===== config.mk =====
export PLATFORM = sky130hd
export DESIGN_NAME = mul4_seq
export DESIGN_NICKNAME = d
export VERILOG_FILES = /design/src/rtl/mul4_seq_pkg.sv /design/src/rtl/mul4_seq_addsub4.sv /design/src/rtl/mul4_seq.sv
export SDC_FILE = /design/constraint.sdc
export NUM_CORES = 1
export LEC_CHECK = 0
export BUFFER_PORTS_ARGS = -buffer_cell sky130_fd_sc_hd__buf_2
export CELL_PAD_IN_SITES_DETAIL_PLACEMENT = 1
export CELL_PAD_IN_SITES_GLOBAL_PLACEMENT = 2
export CORE_UTILIZATION = 32
export CTS_BUF_LIST = sky130_fd_sc_hd__clkbuf_4
export CTS_CLUSTER_DIAMETER = 100
export DETAILED_ROUTE_END_ITERATION = 8
export GPL_TIMING_DRIVEN = 0
export PLACE_DENSITY_LB_ADDON = 0.1
export RECOVER_POWER = 100
export SLEW_MARGIN = 40
export SYNTH_ARGS = -nofsm -noshare
export SYNTH_HDL_FRONTEND = slang
export SYNTH_HIERARCHICAL = 1
export SYNTH_SLANG_ARGS = --single-unit

===== constraint.sdc =====
create_clock -name clk -period 2.5 [get_ports clk]
set_clock_uncertainty 0.2 [all_clocks]
set_input_delay 0.125 -clock clk [delete_from_list [all_inputs] [get_ports clk]]
set_output_delay 0.125 -clock clk [all_outputs]
set_load 0.02 [all_outputs]

===== src/rtl/mul4_seq_pkg.sv =====
// Shared definitions for the sequential shift-and-add multiplier.
// Latency: n/a (types and constants only).
// Backpressure: n/a.
//
// Contents: default operand width, controller state encoding, and the
// iteration-counter width helper.
package mul4_seq_pkg;

  // Default operand width; the product is twice this.
  localparam int MUL_WIDTH = 4;

  // Controller states: waiting, stepping partial products, sign fix-up.
  typedef enum logic [1:0] {
    IDLE = 2'd0,
    ITER = 2'd1,
    FIX  = 2'd2
  } state_t;

  // Iteration counter width, $clog2(w), kept at least one bit wide.
  function automatic int cnt_width(input int w);
    return (w > 2) ? $clog2(w) : 1;
  endfunction

endpackage


===== src/rtl/mul4_seq_addsub4.sv =====
// Purpose: W-bit ripple-carry adder built from full-adder cells.
// Latency: combinational.
// Backpressure: none.
//
// Ports:
//   sum  out W  a + b + cin (low W bits)
//   cout out 1  carry out of the top cell
//   a    in  W  addend
//   b    in  W  addend
//   cin  in  1  carry into the bottom cell
module addsub4 #(
  parameter int W = 4
) (
  output logic [W-1:0] sum,
  output logic         cout,
  input  logic [W-1:0] a,
  input  logic [W-1:0] b,
  input  logic         cin
);

  logic [W:0] carry;

  assign carry[0] = cin;

  for (genvar i = 0; i < W; i++) begin : g_fa
    assign sum[i]       = a[i] ^ b[i] ^ carry[i];
    assign carry[i+1]   = (a[i] & b[i]) | (carry[i] & (a[i] ^ b[i]));
  end

  assign cout = carry[W];

endmodule


===== src/rtl/mul4_seq.sv =====
// Purpose: sequential shift-and-add multiplier, one shared W-bit adder, 2W-bit product.
// Latency: start at edge t0 -> done pulse and P valid after edge t0+W+1.
// Backpressure: none; start while busy is dropped, not queued.
//
// Ports:
//   clk   in  1    rising-edge clock
//   rst_n in  1    asynchronous active-low reset
//   start in  1    request, sampled only while idle
//   sgn   in  1    1 = two's-complement operands, 0 = unsigned
//   A     in  W    multiplicand, sampled with start
//   B     in  W    multiplier, sampled with start
//   busy  out 1    operation in progress
//   done  out 1    one-cycle pulse when P updates
//   P     out 2W   product, held until the next done
module mul4_seq
  import mul4_seq_pkg::*;
#(
  parameter int WIDTH = MUL_WIDTH
) (
  input  logic                 clk,
  input  logic                 rst_n,
  input  logic                 start,
  input  logic                 sgn,
  input  logic [WIDTH-1:0]     A,
  input  logic [WIDTH-1:0]     B,
  output logic                 busy,
  output logic                 done,
  output logic [2*WIDTH-1:0]   P
);

  localparam int                CW     = cnt_width(WIDTH);
  localparam logic [CW-1:0]     LAST   = CW'(WIDTH - 1);
  localparam logic [CW-1:0]     CNT_1  = CW'(1);
  localparam logic [WIDTH-1:0]  ONE_W  = WIDTH'(1);
  localparam logic [2*WIDTH-1:0] ONE_P = (2*WIDTH)'(1);

  state_t               state, state_nxt;
  logic [WIDTH-1:0]     acc;
  logic [WIDTH-1:0]     mq;
  logic [WIDTH-1:0]     mcand;
  logic [CW-1:0]        cnt;
  logic                 neg;

  logic [WIDTH-1:0]     mag_a, mag_b;
  logic [WIDTH-1:0]     add_b;
  logic [WIDTH-1:0]     sum;
  logic                 cout;
  logic [2*WIDTH-1:0]   prod;

  // Magnitudes of signed operands. The most negative value negates to
  // itself, which read as unsigned is exactly its magnitude.
  assign mag_a = (sgn && A[WIDTH-1]) ? (~A + ONE_W) : A;
  assign mag_b = (sgn && B[WIDTH-1]) ? (~B + ONE_W) : B;

  // Partial product for this step: add the multiplicand only when the
  // current multiplier bit (LSB of mq) is set.
  assign add_b = mq[0] ? mcand : '0;

  addsub4 #(.W(WIDTH)) u_add (
    .sum  (sum),
    .cout (cout),
    .a    (acc),
    .b    (add_b),
    .cin  (1'b0)
  );

  assign prod = {acc, mq};
  assign busy = (state != IDLE);

  // State register
  always_ff @(posedge clk or negedge rst_n) begin
    if (!rst_n) begin
      state <= IDLE;
    end else begin
      state <= state_nxt;
    end
  end

  // Next-state logic
  always_comb begin
    state_nxt = state;
    case (state)
      IDLE:    if (start) state_nxt = ITER;
      ITER:    if (cnt == LAST) state_nxt = FIX;
      FIX:     state_nxt = IDLE;
      default: state_nxt = IDLE;
    endcase
  end

  // Datapath registers
  always_ff @(posedge clk or negedge rst_n) begin
    if (!rst_n) begin
      acc   <= '0;
      mq    <= '0;
      mcand <= '0;
      cnt   <= '0;
      neg   <= 1'b0;
      done  <= 1'b0;
      P     <= '0;
    end else begin
      done <= 1'b0;
      case (state)
        IDLE: begin
          if (start) begin
            mcand <= mag_a;
            mq    <= mag_b;
            neg   <= sgn & (A[WIDTH-1] ^ B[WIDTH-1]);
            acc   <= '0;
            cnt   <= '0;
          end
        end
        ITER: begin
          // {c, sum, mq} >> 1: the adder carry becomes the new acc MSB and
          // the bit falling out of sum enters the top of mq.
          acc <= {cout, sum[WIDTH-1:1]};
          mq  <= {sum[0], mq[WIDTH-1:1]};
          cnt <= cnt + CNT_1;
        end
        FIX: begin
          P    <= neg ? (~prod + ONE_P) : prod;
          done <= 1'b1;
        end
        default: ;
      endcase
    end
  end

endmodule


# Word level (Yosys, flattened, before mapping)
# Cells that the tools add are included.
[word_totals]
reg_bits = 26
input_bits = 12
out_inout_bits = 10
wordCells = 61
[classes]
n_addsub = 4
n_eq_ne = 5
n_mux = 14
bitwise = 22
reduce_logical = 8
[ops]
columns = ["operator", "count"]
rows = [
  ["4-bit 2-to-1 mux", 5],
  ["4-bit one-hot mux with 2 select lines", 2],
  ["4-bit by 1-bit adder with 4-bit output (second input constant)", 2],
  ["8-bit by 1-bit adder with 8-bit output (second input constant)", 1],
  ["1-bit bitwise AND", 8],
  ["8-bit 2-to-1 mux", 1],
  ["4-bit inverter", 2],
  ["8-bit inverter", 1],
  ["2-bit one-hot mux with 2 select lines", 2],
  ["1-bit bitwise XOR", 8],
  ["2-bit 2-to-1 mux", 3],
  ["2-bit AND reduction", 3],
  ["2-bit equality test (second input constant)", 2],
  ["2-bit != test (second input constant)", 2],
  ["2-bit nonzero test", 2],
  ["1-bit bitwise OR", 3],
  ["2-bit by 1-bit adder with 2-bit output (second input constant)", 1],
  ["2-bit by 1-bit equality test with 1-bit output (second input constant)", 1],
  ["1-bit logical AND", 2],
  ["2-bit zero test", 1],
  ["1-bit 2-to-1 mux", 1],
]

# Depth between registers and ports, before layout
[depth]
word_depth = 9
depth_mapped = 11
mapped_depth_nobuf = 11

# Hierarchy
# The synthesis kept the hierarchy.
[by_module_without_submodules]
columns = ["mod", "instances", "cells_each", "area_each_um2", "seq_area_each_um2"]
rows = [
  ["mul4_seq", 1, 138, 1281.2, 650.6],
  ["addsub4", 1, 14, 117.6, 0.0],
]

# Worst setup path after synthesis
# Ideal clock, no wire load.
[synth_timing]
kind = "register to register"
from = "reg mq[0]"
to = "reg acc[2]"
arrival_ns = 2.132
required_ns = 2.217
path_slack_ns = 0.086
stages_incl_launch_ff = 12
n_path_buf = 0
period_less_slack_ns = 2.414
path_cell_list = "dfrtp_1 > and2_1 > fa_1 > inv_1 > fa_1 > inv_1 > fa_1 > inv_1 > fa_1 > inv_1 > nand2_1 > o21ai_0"
[synth_via]
elab_chain_cells = 8
word_cells_on_any_way = 13
[synth_rtl]
columns = ["element", "line", "rtl"]
rows = [
  ["start, declared", "mul4_seq.sv:39", "logic [WIDTH-1:0] mq;"],
  ["start signal, assigned", "mul4_seq.sv:106", "mq <= mag_b;"],
  ["start signal, assigned", "mul4_seq.sv:116", "mq <= {sum[0], mq[WIDTH-1:1]};"],
  ["4-bit 2-to-1 mux", "mul4_seq.sv:57", "assign add_b = mq[0] ? mcand : '0;"],
  ["net add_b[0]", "mul4_seq.sv:45", "logic [WIDTH-1:0] add_b;"],
  ["1-bit bitwise AND (2 in series)", "mul4_seq_addsub4.sv:27", "assign carry[i+1] = (a[i] & b[i]) | (carry[i] & (a[i] ^ b[i]));"],
  ["1-bit bitwise OR", "mul4_seq_addsub4.sv:27", ""],
  ["1-bit bitwise AND", "mul4_seq_addsub4.sv:27", ""],
  ["1-bit bitwise OR", "mul4_seq_addsub4.sv:27", ""],
  ["1-bit bitwise XOR", "mul4_seq_addsub4.sv:26", "assign sum[i] = a[i] ^ b[i] ^ carry[i];"],
  ["net sum[3]", "mul4_seq.sv:46", "logic [WIDTH-1:0] sum;"],
  ["4-bit one-hot mux with 2 select lines", "mul4_seq.sv:102", "case (state)"],
  ["end signal, assigned", "mul4_seq.sv:115", "acc <= {cout, sum[WIDTH-1:1]};"],
  ["end, declared", "mul4_seq.sv:38", "logic [WIDTH-1:0] acc;"],
]
# The timed path passes the listed nets, and every way through them passes these cells.
# A chain may end at the register's enable or synchronous reset.

# Final worst setup path
# Ends and elaborated chain as after synthesis.

==> results.json <==
{
  "finalHoldViolCount": 0,
  "ant_nets": 0,
  "grt_pass1_wl_um": 5220,
  "fin_crit_sh": 0.976,
  "synth_cell_types": 28,
  "dp_worst_setup_slack_ns": -0.0992,
  "startpoint_type": "register",
  "arrival_ns": 2.51,
  "rsz0062_at_grt": "true",
  "wl_um": 3140,
  "ios": 22,
  "netlist_area_sq_mm": 0.00140,
  "root_buffer": "clkbuf_4",
  "pwr_density_cell_mw_per_mm2": 1080,
  "drtIter0Drc": 26,
  "worst_path_largest_cell_delay_ns": 0.44,
  "ir_drop_uv": 311,
  "final_common_cell": "nand2_1",
  "slew_violations": 0,
  "detail_route.vias_per_cell": 4.79,
  "max_cap_violations": 0,
  "dieArea_sq_mm": 0.00464,
  "post-route-util": 0.417,
  "hpwl_um": 2380,
  "die_height_um": 68.1,
  "grt_pass1_vias": 1176,
  "cts_inserted_buffers": 3,
  "mostFrequentLayoutCells": "nand2_1 (31), dfrtp_1 (25), o21ai_0 (17)",
  "n_antenna_cell": 0,
  "grt_max_degree": 27,
  "rows": 23,
  "hold_path_class": "in -> reg",
  "cts_tree": "done",
  "synth_area_per_cell_sq_um": 9.20,
  "drive_above_1_share": 0.132,
  "clock_sinks": 26,
  "synth_nets": 172,
  "clk_pin_slew_ns": 0.15,
  "path_cells": "and2_4 -> fa_2 -> inv_2 -> fa_1 -> inv_2 -> fa_2 -> inv_2 -> fa_1 -> inv_1 -> nand2_1 -> o21ai_1",
  "area_growth_pct": 21.9,
  "cp-end-kind": "register",
  "syn_inst": 152,
  "nNetsFinal": 210,
  "clk_latency_ns": 0.34,
  "outcome": "finished, final reports clean",
  "path_common_cell": "inv_2",
  "via_count": 1144,
  "start_util": 0.342,
  "core_area_sq_mm": 0.00409,
  "yosysSeqAreaShare": 0.465,
  "antenna_found_initial": 0,
  "worst_path_max_delay_cell": "dfrtp_2",
  "regArea_sq_um": 652,
  "leakagePower_nw": 0.803,
  "h-tree-depth": 1,
  "cts_buffer_depth": 2,
  "fin_ws_ns": 0.0605,
  "multi_input_area_sq_um": 666,
  "nFillCells": 513,
  "max_slew.worst_pin.slew_ns": 1.41,
  "crit_family": "adder cells",
  "gp_congestion": 0.714,
  "worstPathRequired_ns": 2.57,
  "grtUsageTotal": 0.157,
  "port_buffers": 21,
  "yosys_warnings": 6,
  "final.min_clock_period_ns": 2.44,
  "drc": 0,
  "crit_type": "reg -> reg",
  "setup_violations": 0,
  "clock.fmax_mhz": 410,
  "die_w_um": 68.1,
  "firstDrtPassIters": 4,
  "synth-seq-cells": 26,
  "wire_per_inst_um": 13.2,
  "cp_num_buf_inv": 4,
  "cp_max_fo": 2,
  "timing.slew.headroom": 0.0575,
  "overflow": 0
}
## routing by layer
layer	track usage	up-vias	wire, um
met5	0	-	0
met3	0.0200	5	86
met1	0.165	556	1300
li1	-	561	-
met2	0.301	22	1690
met4	0.0781	0	60
## worst reg2reg max path: stages, from the launching register on
cell and delay (ns):
dfrtp_2 0.44, and2_4 0.14, fa_2 0.33, inv_2 0.06, fa_1 0.16, inv_2 0.04
fa_2 0.35, inv_2 0.06, fa_1 0.40, inv_1 0.06, nand2_1 0.04, o21ai_1 0.08
## final cells by class
cell class / count / share of cell area
flip-flops and latches: 26 / 0.382
well taps: 50 / 0.0367
plain buffers: 5 / 0.0110
inverters: 19 / 0.0418
multi-input cells: 102 / 0.390
clock buffers: 3 / 0.0132
repair buffers: 33 / 0.123
clock inverters: 1 / 0.00220
## power breakdown
part           switching (mW)  internal, mW
clock network           0.135        0.0588
registers               0.149         0.604
logic                   0.540         0.356
total                   0.824          1.02
## cell usage after synthesis
cell / number / area [sq um]
nand2_1: 31 / 116
dfrtp_1: 26 / 651
inv_1: 19 / 71.3
o21ai_0: 18 / 90.1
and2_1: 5 / 31.3
clkbuf_1: 5 / 18.8
nor2_1: 5 / 18.8
xor2_1: 5 / 43.8
fa_1: 4 / 80.1
ha_1: 4 / 50.1
xnor2_1: 4 / 35.0
mux2i_1: 3 / 30.0
o21ai_1: 3 / 15.0
a22oi_1: 2 / 15.0
nand2b_1: 2 / 12.5
nand3_1: 2 / 10.0
nor2b_1: 2 / 12.5
o31ai_1: 2 / 15.0
a21oi_1: 1 / 5.00
a32oi_1: 1 / 8.76
conb_1: 1 / 3.75
nor3b_1: 1 / 7.51
o221ai_1: 1 / 8.76
o31a_2: 1 / 10.0
o31ai_2: 1 / 12.5
o41ai_1: 1 / 8.76
or2_2: 1 / 6.26
or4_4: 1 / 11.3
## worst paths after layout
kind	slack, ns	endpoint	cells past startpoint	startpoint
worst max-delay path	0.06	acc[2]	11	mq[0]
worst min-delay path	0.03	state[0]	3	start
worst max register to register	0.06	acc[2]	11	mq[0]
worst min register to register	0.29	mcand[2]	2	mcand[2]
max in group asynchronous	0.75	mq[0]	2	rst_n
min in group asynchronous	0.43	done	2	rst_n
## through the flow
stage	hold WS, ns	cells	TNS, ns	power, mW	area (sq um)
after detailed placement	-0.0363	223	-0.0992	1.66	1570
final	0.0318	239	0	1.84	1710
after CTS	0.0537	239	0	1.89	1720
after global routing	0.0723	239	-0.0547	2.04	1710
after floorplan	-0.371	152	0	1.38	1400
after global placement	-0.0397	223	-0.0660	1.61	1570
## sequential cells by signal (all words and copies together), names as in the netlist
signal  cells
acc         4
cnt         2
P           8
done        1
mq          4
state       2
mcand       4
neg         1
## repair_timing
| item | 4_1_cts | 5_1_grt |
|---|---|---|
| cloned | 0 | 0 |
| endpoints found under the hold margin | 35 | 0 |
| gates resized for setup | 6 | 2 |
| endpoints found under the setup margin | 1 | 1 |
| pin swaps | 1 | 3 |
| hold buffers | 11 | 0 |
| setup buffers | 1 | 0 |
## cells by family (layout without fill, tap and decap cells)
logic type | count (synthesis) | in the layout | share of synthesized area
simple gates | 50 | 50 | 0.162
compound gates | 31 | 31 | 0.135
flops | 26 | 26 | 0.465
buf+inv | 24 | 61 | 0.0644
xor+xnor | 9 | 9 | 0.0563
fa+ha+maj | 8 | 8 | 0.0930
mux | 3 | 3 | 0.0215
other cells | 1 | 1 | 0.00268
No activity file was read; power rests on OpenSTA's default activity.
